**config.mk**
```make
export PLATFORM = sky130hd
export DESIGN_NAME = st_bcast_splitter
export DESIGN_NICKNAME = d
export VERILOG_FILES = /design/src/rtl/st_pkg.sv /design/src/rtl/st_fifo.sv /design/src/rtl/st_bcast_splitter.sv
export SDC_FILE = /design/constraint.sdc
export NUM_CORES = 1
export LEC_CHECK = 0
export CAP_MARGIN = 20
export CORE_UTILIZATION = 44
export DETAILED_ROUTE_END_ITERATION = 8
export SYNTH_ARGS = -nofsm -noshare
export SYNTH_HDL_FRONTEND = slang
export SYNTH_SLANG_ARGS = --single-unit
```
**constraint.sdc**
```tcl
create_clock -name clk -period 3.84 [get_ports clk]
set_clock_uncertainty 0.05 [all_clocks]
set_input_delay 0.96 -clock clk [delete_from_list [all_inputs] [get_ports clk]]
set_output_delay 0.96 -clock clk [all_outputs]
set_load 0.005 [all_outputs]
```
**src/rtl/st_pkg.sv**
```systemverilog
// ---------------------------------------------------------------------------
// st_pkg
//   Shared types and helpers for the broadcast stream splitter.
//
//   frame_state_e : frame tracking state. SOF means the next accepted beat
//                   opens a new frame; MID means a frame is in progress.
//   keep_width()  : number of byte-enable bits for a given data width.
// ---------------------------------------------------------------------------
package st_pkg;

    typedef enum logic {
        SOF = 1'b0,
        MID = 1'b1
    } frame_state_e;

    // One tkeep bit per data byte; data widths are whole bytes.
    function automatic int keep_width(input int data_w);
        return data_w / 8;
    endfunction

endpackage

```
**src/rtl/st_fifo.sv**
```systemverilog
// ---------------------------------------------------------------------------
// st_fifo
//   Synchronous single-clock FIFO with a combinational read port.
//   The head entry is visible on rd_data whenever empty is low, so a word
//   pushed into an empty FIFO appears one cycle after the push edge.
//
// Parameters
//   WIDTH   : word width in bits
//   DEPTH   : number of entries (power of 2, >= 2)
//
// Ports
//   clk      in   rising-edge clock
//   reset_n  in   asynchronous active-low reset (empties the FIFO)
//   push     in   write wr_data this cycle (ignored when full)
//   wr_data  in   WIDTH  word to write
//   pop      in   discard the head entry this cycle (ignored when empty)
//   rd_data  out  WIDTH  head entry
//   full     out  count == DEPTH
//   empty    out  count == 0
//   count    out  number of stored entries
// ---------------------------------------------------------------------------
module st_fifo #(
    parameter int WIDTH = 8,
    parameter int DEPTH = 4
) (
    input  logic                       clk,
    input  logic                       reset_n,
    input  logic                       push,
    input  logic [WIDTH-1:0]           wr_data,
    input  logic                       pop,
    output logic [WIDTH-1:0]           rd_data,
    output logic                       full,
    output logic                       empty,
    output logic [$clog2(DEPTH+1)-1:0] count
);

    localparam int PTR_W = $clog2(DEPTH);
    localparam int CNT_W = $clog2(DEPTH + 1);

    logic [WIDTH-1:0] mem [DEPTH];
    logic [PTR_W-1:0] wr_ptr;
    logic [PTR_W-1:0] rd_ptr;
    logic [CNT_W-1:0] cnt;
    logic             do_push;
    logic             do_pop;

    assign full    = (cnt == CNT_W'(DEPTH));
    assign empty   = (cnt == '0);
    assign do_push = push & ~full;
    assign do_pop  = pop & ~empty;

    // Pointers are exactly log2(DEPTH) bits wide, so the natural binary
    // overflow gives the modulo-DEPTH wrap. A simultaneous push and pop
    // moves both pointers and leaves the occupancy unchanged.
    always_ff @(posedge clk or negedge reset_n) begin
        if (!reset_n) begin
            wr_ptr <= '0;
            rd_ptr <= '0;
            cnt    <= '0;
        end else begin
            if (do_push) begin
                wr_ptr <= wr_ptr + PTR_W'(1);
            end
            if (do_pop) begin
                rd_ptr <= rd_ptr + PTR_W'(1);
            end
            case ({do_push, do_pop})
                2'b10:   cnt <= cnt + CNT_W'(1);
                2'b01:   cnt <= cnt - CNT_W'(1);
                default: cnt <= cnt;
            endcase
        end
    end

    // Storage carries no reset; the pointers alone define what is valid.
    always_ff @(posedge clk) begin
        if (do_push) begin
            mem[wr_ptr] <= wr_data;
        end
    end

    assign rd_data = mem[rd_ptr];
    assign count   = cnt;

endmodule

```
**src/rtl/st_bcast_splitter.sv**
```systemverilog
// ---------------------------------------------------------------------------
// st_bcast_splitter
//   Broadcasts one input stream to up to N_OUT output streams. Every output
//   channel has its own FIFO, so a slow channel only holds off the input
//   once its own buffer is full; the others keep draining.
//
//   The set of channels that receive a frame is taken from out_en_i at the
//   first beat of the frame and held for the rest of it.
//
// Parameters
//   DATA_W     : data width in bits (multiple of 8)
//   N_OUT      : number of output channels (1..8)
//   FIFO_DEPTH : per-channel buffer depth in beats (power of 2, >= 2)
//
// Ports
//   clk        in   rising-edge clock
//   reset_n    in   asynchronous active-low reset
//   s_tdata_i  in   DATA_W          input data
//   s_tkeep_i  in   DATA_W/8        input byte enables
//   s_tvld_i   in   input valid
//   s_tlast_i  in   input end of frame
//   s_trdy_o   out  input ready
//   out_en_i   in   N_OUT           channel enable mask, used at frame start
//   m_tdata_o  out  N_OUT*DATA_W    channel k at [k*DATA_W +: DATA_W]
//   m_tkeep_o  out  N_OUT*DATA_W/8  channel k at [k*DATA_W/8 +: DATA_W/8]
//   m_tvld_o   out  N_OUT           per-channel valid
//   m_tlast_o  out  N_OUT           per-channel end of frame
//   m_trdy_i   in   N_OUT           per-channel ready
//   busy_o     out  high while a frame is in progress
// ---------------------------------------------------------------------------
module st_bcast_splitter
    import st_pkg::*;
#(
    parameter int DATA_W     = 32,
    parameter int N_OUT      = 3,
    parameter int FIFO_DEPTH = 4
) (
    input  logic                                 clk,
    input  logic                                 reset_n,

    input  logic [DATA_W-1:0]                    s_tdata_i,
    input  logic [keep_width(DATA_W)-1:0]        s_tkeep_i,
    input  logic                                 s_tvld_i,
    input  logic                                 s_tlast_i,
    output logic                                 s_trdy_o,

    input  logic [N_OUT-1:0]                     out_en_i,

    output logic [N_OUT*DATA_W-1:0]              m_tdata_o,
    output logic [N_OUT*keep_width(DATA_W)-1:0]  m_tkeep_o,
    output logic [N_OUT-1:0]                     m_tvld_o,
    output logic [N_OUT-1:0]                     m_tlast_o,
    input  logic [N_OUT-1:0]                     m_trdy_i,

    output logic                                 busy_o
);

    localparam int KEEP_W = keep_width(DATA_W);
    localparam int BEAT_W = DATA_W + KEEP_W + 1;
    localparam int CNT_W  = $clog2(FIFO_DEPTH + 1);

    frame_state_e      state_q;
    frame_state_e      state_d;
    logic [N_OUT-1:0]  mask_q;
    logic [N_OUT-1:0]  mask_d;
    logic [N_OUT-1:0]  active_mask;
    logic [N_OUT-1:0]  full_vec;
    logic [N_OUT-1:0]  empty_vec;
    logic [N_OUT-1:0]  push_vec;
    logic [N_OUT-1:0]  pop_vec;
    logic              accept;
    logic [BEAT_W-1:0] wr_beat;
    logic [BEAT_W-1:0] rd_beat [N_OUT];
    logic [CNT_W-1:0]  cnt_vec [N_OUT];

    // At the start of a frame the live enable mask decides the destination
    // set, so a single-beat frame needs no extra cycle. Inside a frame the
    // captured mask is used and out_en_i is ignored.
    assign active_mask = (state_q == SOF) ? out_en_i : mask_q;

    // Only a full FIFO of a channel that takes part in the frame can stall
    // the input. Fullness is the registered count, so a pop in the same
    // cycle does not open space until the next cycle. An all-zero mask
    // therefore never stalls and the beat is simply dropped.
    assign s_trdy_o = ~|(active_mask & full_vec);
    assign accept   = s_tvld_i & s_trdy_o;
    assign push_vec = {N_OUT{accept}} & active_mask;
    assign wr_beat  = {s_tlast_i, s_tkeep_i, s_tdata_i};
    assign busy_o   = (state_q == MID);

    // Frame state and the captured destination mask.
    always_ff @(posedge clk or negedge reset_n) begin
        if (!reset_n) begin
            state_q <= SOF;
            mask_q  <= '0;
        end else begin
            state_q <= state_d;
            mask_q  <= mask_d;
        end
    end

    // Frame tracking follows accepted beats only, including frames that go
    // nowhere, so the next frame boundary is always found correctly.
    always_comb begin
        state_d = state_q;
        mask_d  = mask_q;
        if (accept) begin
            case (state_q)
                SOF: begin
                    mask_d = out_en_i;
                    if (!s_tlast_i) begin
                        state_d = MID;
                    end
                end
                MID: begin
                    if (s_tlast_i) begin
                        state_d = SOF;
                    end
                end
                default: state_d = SOF;
            endcase
        end
    end

    // One buffer per output channel; each pops on its own handshake.
    for (genvar k = 0; k < N_OUT; k++) begin : g_ch
        st_fifo #(
            .WIDTH (BEAT_W),
            .DEPTH (FIFO_DEPTH)
        ) u_fifo (
            .clk     (clk),
            .reset_n (reset_n),
            .push    (push_vec[k]),
            .wr_data (wr_beat),
            .pop     (pop_vec[k]),
            .rd_data (rd_beat[k]),
            .full    (full_vec[k]),
            .empty   (empty_vec[k]),
            .count   (cnt_vec[k])
        );

        assign m_tvld_o[k]                     = ~empty_vec[k];
        assign pop_vec[k]                      = m_tvld_o[k] & m_trdy_i[k];
        assign m_tdata_o[k*DATA_W +: DATA_W]   = rd_beat[k][DATA_W-1:0];
        assign m_tkeep_o[k*KEEP_W +: KEEP_W]   = rd_beat[k][DATA_W +: KEEP_W];
        assign m_tlast_o[k]                    = rd_beat[k][BEAT_W-1];

        // The occupancy never exceeds the depth and full tracks it exactly.
        a_cnt_sane : assert property (
            @(posedge clk) disable iff (!reset_n)
            (cnt_vec[k] <= CNT_W'(FIFO_DEPTH)) &&
            (full_vec[k] == (cnt_vec[k] == CNT_W'(FIFO_DEPTH)))
        );
    end

endmodule
```
==> impl_results.rst <==
.. list-table::
   :header-rows: 1

   * - Metric
     - Value
   * - Outcome
     - completed
   * - Path length in cells of the critical path
     - 5
   * - Least-Margin Pin Slew
     - 0.5888 ns
   * - Clk_lat worst skew
     - 0.54 ns
   * - Number of antenna violations at the first check in global routing
     - 0
   * - Fraction of post-synthesis cell area in the top cell type by area
     - 76.34%
   * - Maximum root-to-sink buffer count
     - 3
   * - Total count of hold-check failures in the final report
     - 0
   * - Count of yosys warnings during synthesis
     - 0
   * - Seq/Total Area, Yosys
     - 79.93%
   * - Sequential Area
     - 0.01397 mm2
   * - Power per Cell Area
     - 747.5 mW/mm2
   * - Vias per cell
     - 5.254
   * - Area of combinational cells with multiple inputs
     - 0.003334 mm2
   * - Hold buffer count at CTS
     - 0
   * - Clock tree from TritonCTS
     - yes
   * - Die X-Extent
     - 201.2 um
   * - Die ar.
     - 0.04049 mm2
   * - GRT Residual Overflow
     - 0
   * - Clock buffers created by TritonCTS
     - 48
   * - Avg Cell Area, Syn
     - 24.63 um2
   * - Total Routed Length
     - 34920 um
   * - Most common cell on crit path
     - sky130_fd_sc_hd__clkdlybuf4s50_1
   * - Drt initial violations
     - 559
   * - Library cells used by synthesis
     - 29
   * - Final net count
     - 992
   * - Synth Register Bits
     - 469
   * - Count of H-tree levels built during CTS
     - 2
   * - Upper clock frequency limit
     - 278.8 MHz
   * - Cell family with the largest share of critical-path delay
     - buffers and inverters
   * - Count of port buffers added during placement
     - 161
   * - Maximum number of pins on one net before global-route repair
     - 38
   * - Hold crit path type
     - register to register
   * - Clock-pin slew of the registers on the worst-case setup and hold paths
     - 0.06 ns
   * - Synth Net Count
     - 773
   * - Minimum clock period
     - 3.587 ns
   * - Max IR drop VDD
     - 0.3449 mV
   * - Hpwl dp
     - 21170 um
   * - Count of pins over their slew limit
     - 0
   * - Gpl congestion
     - 0.7359
   * - Cell with the largest stage delay on the worst path
     - sky130_fd_sc_hd__clkdlybuf4s50_1
   * - Total setup buffers inserted after CTS
     - 0
   * - Post-layout worst setup margin
     - 0.2527 ns
   * - Worst Hold Depth
     - 1
   * - Area added between synthesis and finish
     - 23.18%
   * - Top-level I/O count
     - 162
   * - Kind of critical path
     - input port to primary output
   * - Ranking of synthesized cells by area
     - sky130_fd_sc_hd__edfxtp_1 (76%), sky130_fd_sc_hd__mux4_2 (14%), sky130_fd_sc_hd__dfrtp_1 (3.6%)
   * - Cell taking the most area after synthesis
     - sky130_fd_sc_hd__edfxtp_1
   * - Required time reported for the critical path endpoint
     - 2.83 ns
   * - Max-capacitance violation count
     - 0
   * - Critical path peak fanout
     - 2
   * - Slew Limit Headroom
     - 60.61%
   * - Detailed-route wire length per cell
     - 23.55 um
   * - Root Buffer
     - sky130_fd_sc_hd__clkbuf_16
   * - Number of sinks handled by clock tree synthesis
     - 469
   * - Vias in the first global route
     - 8343
   * - Routed via count
     - 7792
   * - Most common library cell in the layout ignoring fill and taps
     - sky130_fd_sc_hd__edfxtp_1
   * - Post-placement worst setup slack
     - 0.2571 ns
   * - Fraction of layout cells with a size suffix above 1
     - 24.25%
   * - Overall power of the completed layout
     - 16.08 mW
   * - Worst-case reg-to-reg path depth
     - 9
   * - Starting density of the core
     - 44.88%
   * - Cells along the critical path
     - clkdlybuf4s50_1 > mux2_4 > a32o_2 > a41oi_1 > clkdlybuf4s50_1
   * - Commonest non-fill, non-tap cells in the layout
     - sky130_fd_sc_hd__edfxtp_1 (444), sky130_fd_sc_hd__clkdlybuf4s50_1 (161), sky130_fd_sc_hd__mux4_2 (111)
   * - Instance count of the mapped netlist
     - 709
   * - Floorplan Core Area
     - 0.03892 mm2
   * - Critical Path Start Type
     - input port
   * - Kind of end point of the critical path
     - primary output
   * - Fillcell total
     - 2925
   * - Antenna cells
     - 0
   * - Global-route wire length before repair
     - 52740 um
   * - Detail Route Antenna Nets
     - 0
   * - Setup Total Neg Slack
     - 0 ns
   * - Buffers plus inverters on the worst setup path
     - 2
   * - Number of optimization iterations in the first detailed-route pass
     - 5
   * - Die extent in y
     - 201.2 um
   * - Crit path largest cell delay
     - 0.53 ns
   * - All-layer global routing usage
     - 17.71%
   * - RSZ-0062 raised after global routing
     - false
   * - Final setup violation count
     - 0
   * - Post-route clock period utilization
     - 93.42%
   * - Critical path data arrival time
     - 2.58 ns
   * - LEAKAGE
     - 7.038 nW
   * - Std-Cell Rows
     - 72
   * - DRC violation count after routing
     - 0
   * - Post-synth design cell area
     - 0.01746 mm2
   * - PostCTS Resize Cnt
     - 0
-- final timing paths --
path	from	to	slack, ns
setup / recovery	out_en_i[1]	s_trdy_o	0.25
hold / removal	g_ch[2].u_fifo.count[2]	g_ch[2].u_fifo.count[2]	0.44
setup reg to reg	busy_o	g_ch[0].u_fifo.count[1]	1.14
hold reg to reg	g_ch[2].u_fifo.count[2]	g_ch[2].u_fifo.count[2]	0.44
max in group asynchronous	reset_n	g_ch[2].u_fifo.rd_ptr[0]	2.68
min in group asynchronous	reset_n	g_ch[0].u_fifo.count[0]	0.75
-- through the flow --
step / area (um2) / cells / util (%) / hold WS, ns
global route: 21510 / 1483 / 55.28 / 0.4587
detailed placement: 20080 / 1396 / 51.59 / 0.4211
floorplan: 17460 / 709 / - / 0.3971
finish: 21510 / 1483 / 55.28 / 0.4386
global placement: 20080 / 1396 / 51.59 / 0.4138
CTS: 21510 / 1483 / 55.28 / 0.4369
-- cells by family (layout without fill, tap and decap cells) --
kind of cell	after synthesis	in the layout	synth area share [%]
mux	121	121	15.02
compound gates	7	7	0.4442
simple gates	32	32	1.283
buf+inv	44	300	1.010
flops	469	469	79.93
fa+ha+maj	18	18	1.419
xor+xnor	18	18	0.9027
-- routing by layer --
layer / wire, um / track usage, % / vias up / part of all wire, %
met3: 1955 / 3.920 / 51 / 5.6
met1: 15790 / 25.32 / 4131 / 45
met5: 0 / 0 / - / 0
li1: - / - / 3396 / -
met4: 557 / 4.194 / 0 / 1.6
met2: 16620 / 28.00 / 214 / 48
-- cell type report --
type,count,share of cell area (%)
multi-input combinational,196,15.50
clock inverter,25,0.7561
tap,518,3.013
sequential,469,64.92
timing repair buffer,193,9.538
clock buffer,62,5.926
inverter,20,0.3490
-- registers in the layout, summed over array words and instances (netlist names) --
name                cells
mask_q                  3
g_ch.u_fifo.mem       444
busy_o                  1
g_ch.u_fifo.count       9
g_ch.u_fifo.rd_ptr      6
g_ch.u_fifo.wr_ptr      6
-- synthesized netlist by cell type, drive strengths merged --
cell / number
inv: 20
nor3: 1
or3: 3
edfxtp: 444
buf: 15
a41oi: 1
o21ai: 1
a21o: 3
dfrtp: 25
and2: 15
or2: 1
nor3b: 3
xnor2: 10
mux2i: 4
nor2: 5
ha: 15
mux2: 6
fa: 3
o41ai: 1
clkbuf: 9
a32o: 1
nand2: 4
xor2: 8
mux4: 111
-- power breakdown --
group	total, mW	leakage (nW)	internal, mW	switching, mW
Combinational	5.10	2.03	2.87	2.23
Clock	4.26	0.699	2.46	1.80
Sequential	6.72	4.31	6.38	0.335
Power figures use the tool's default switching activity.
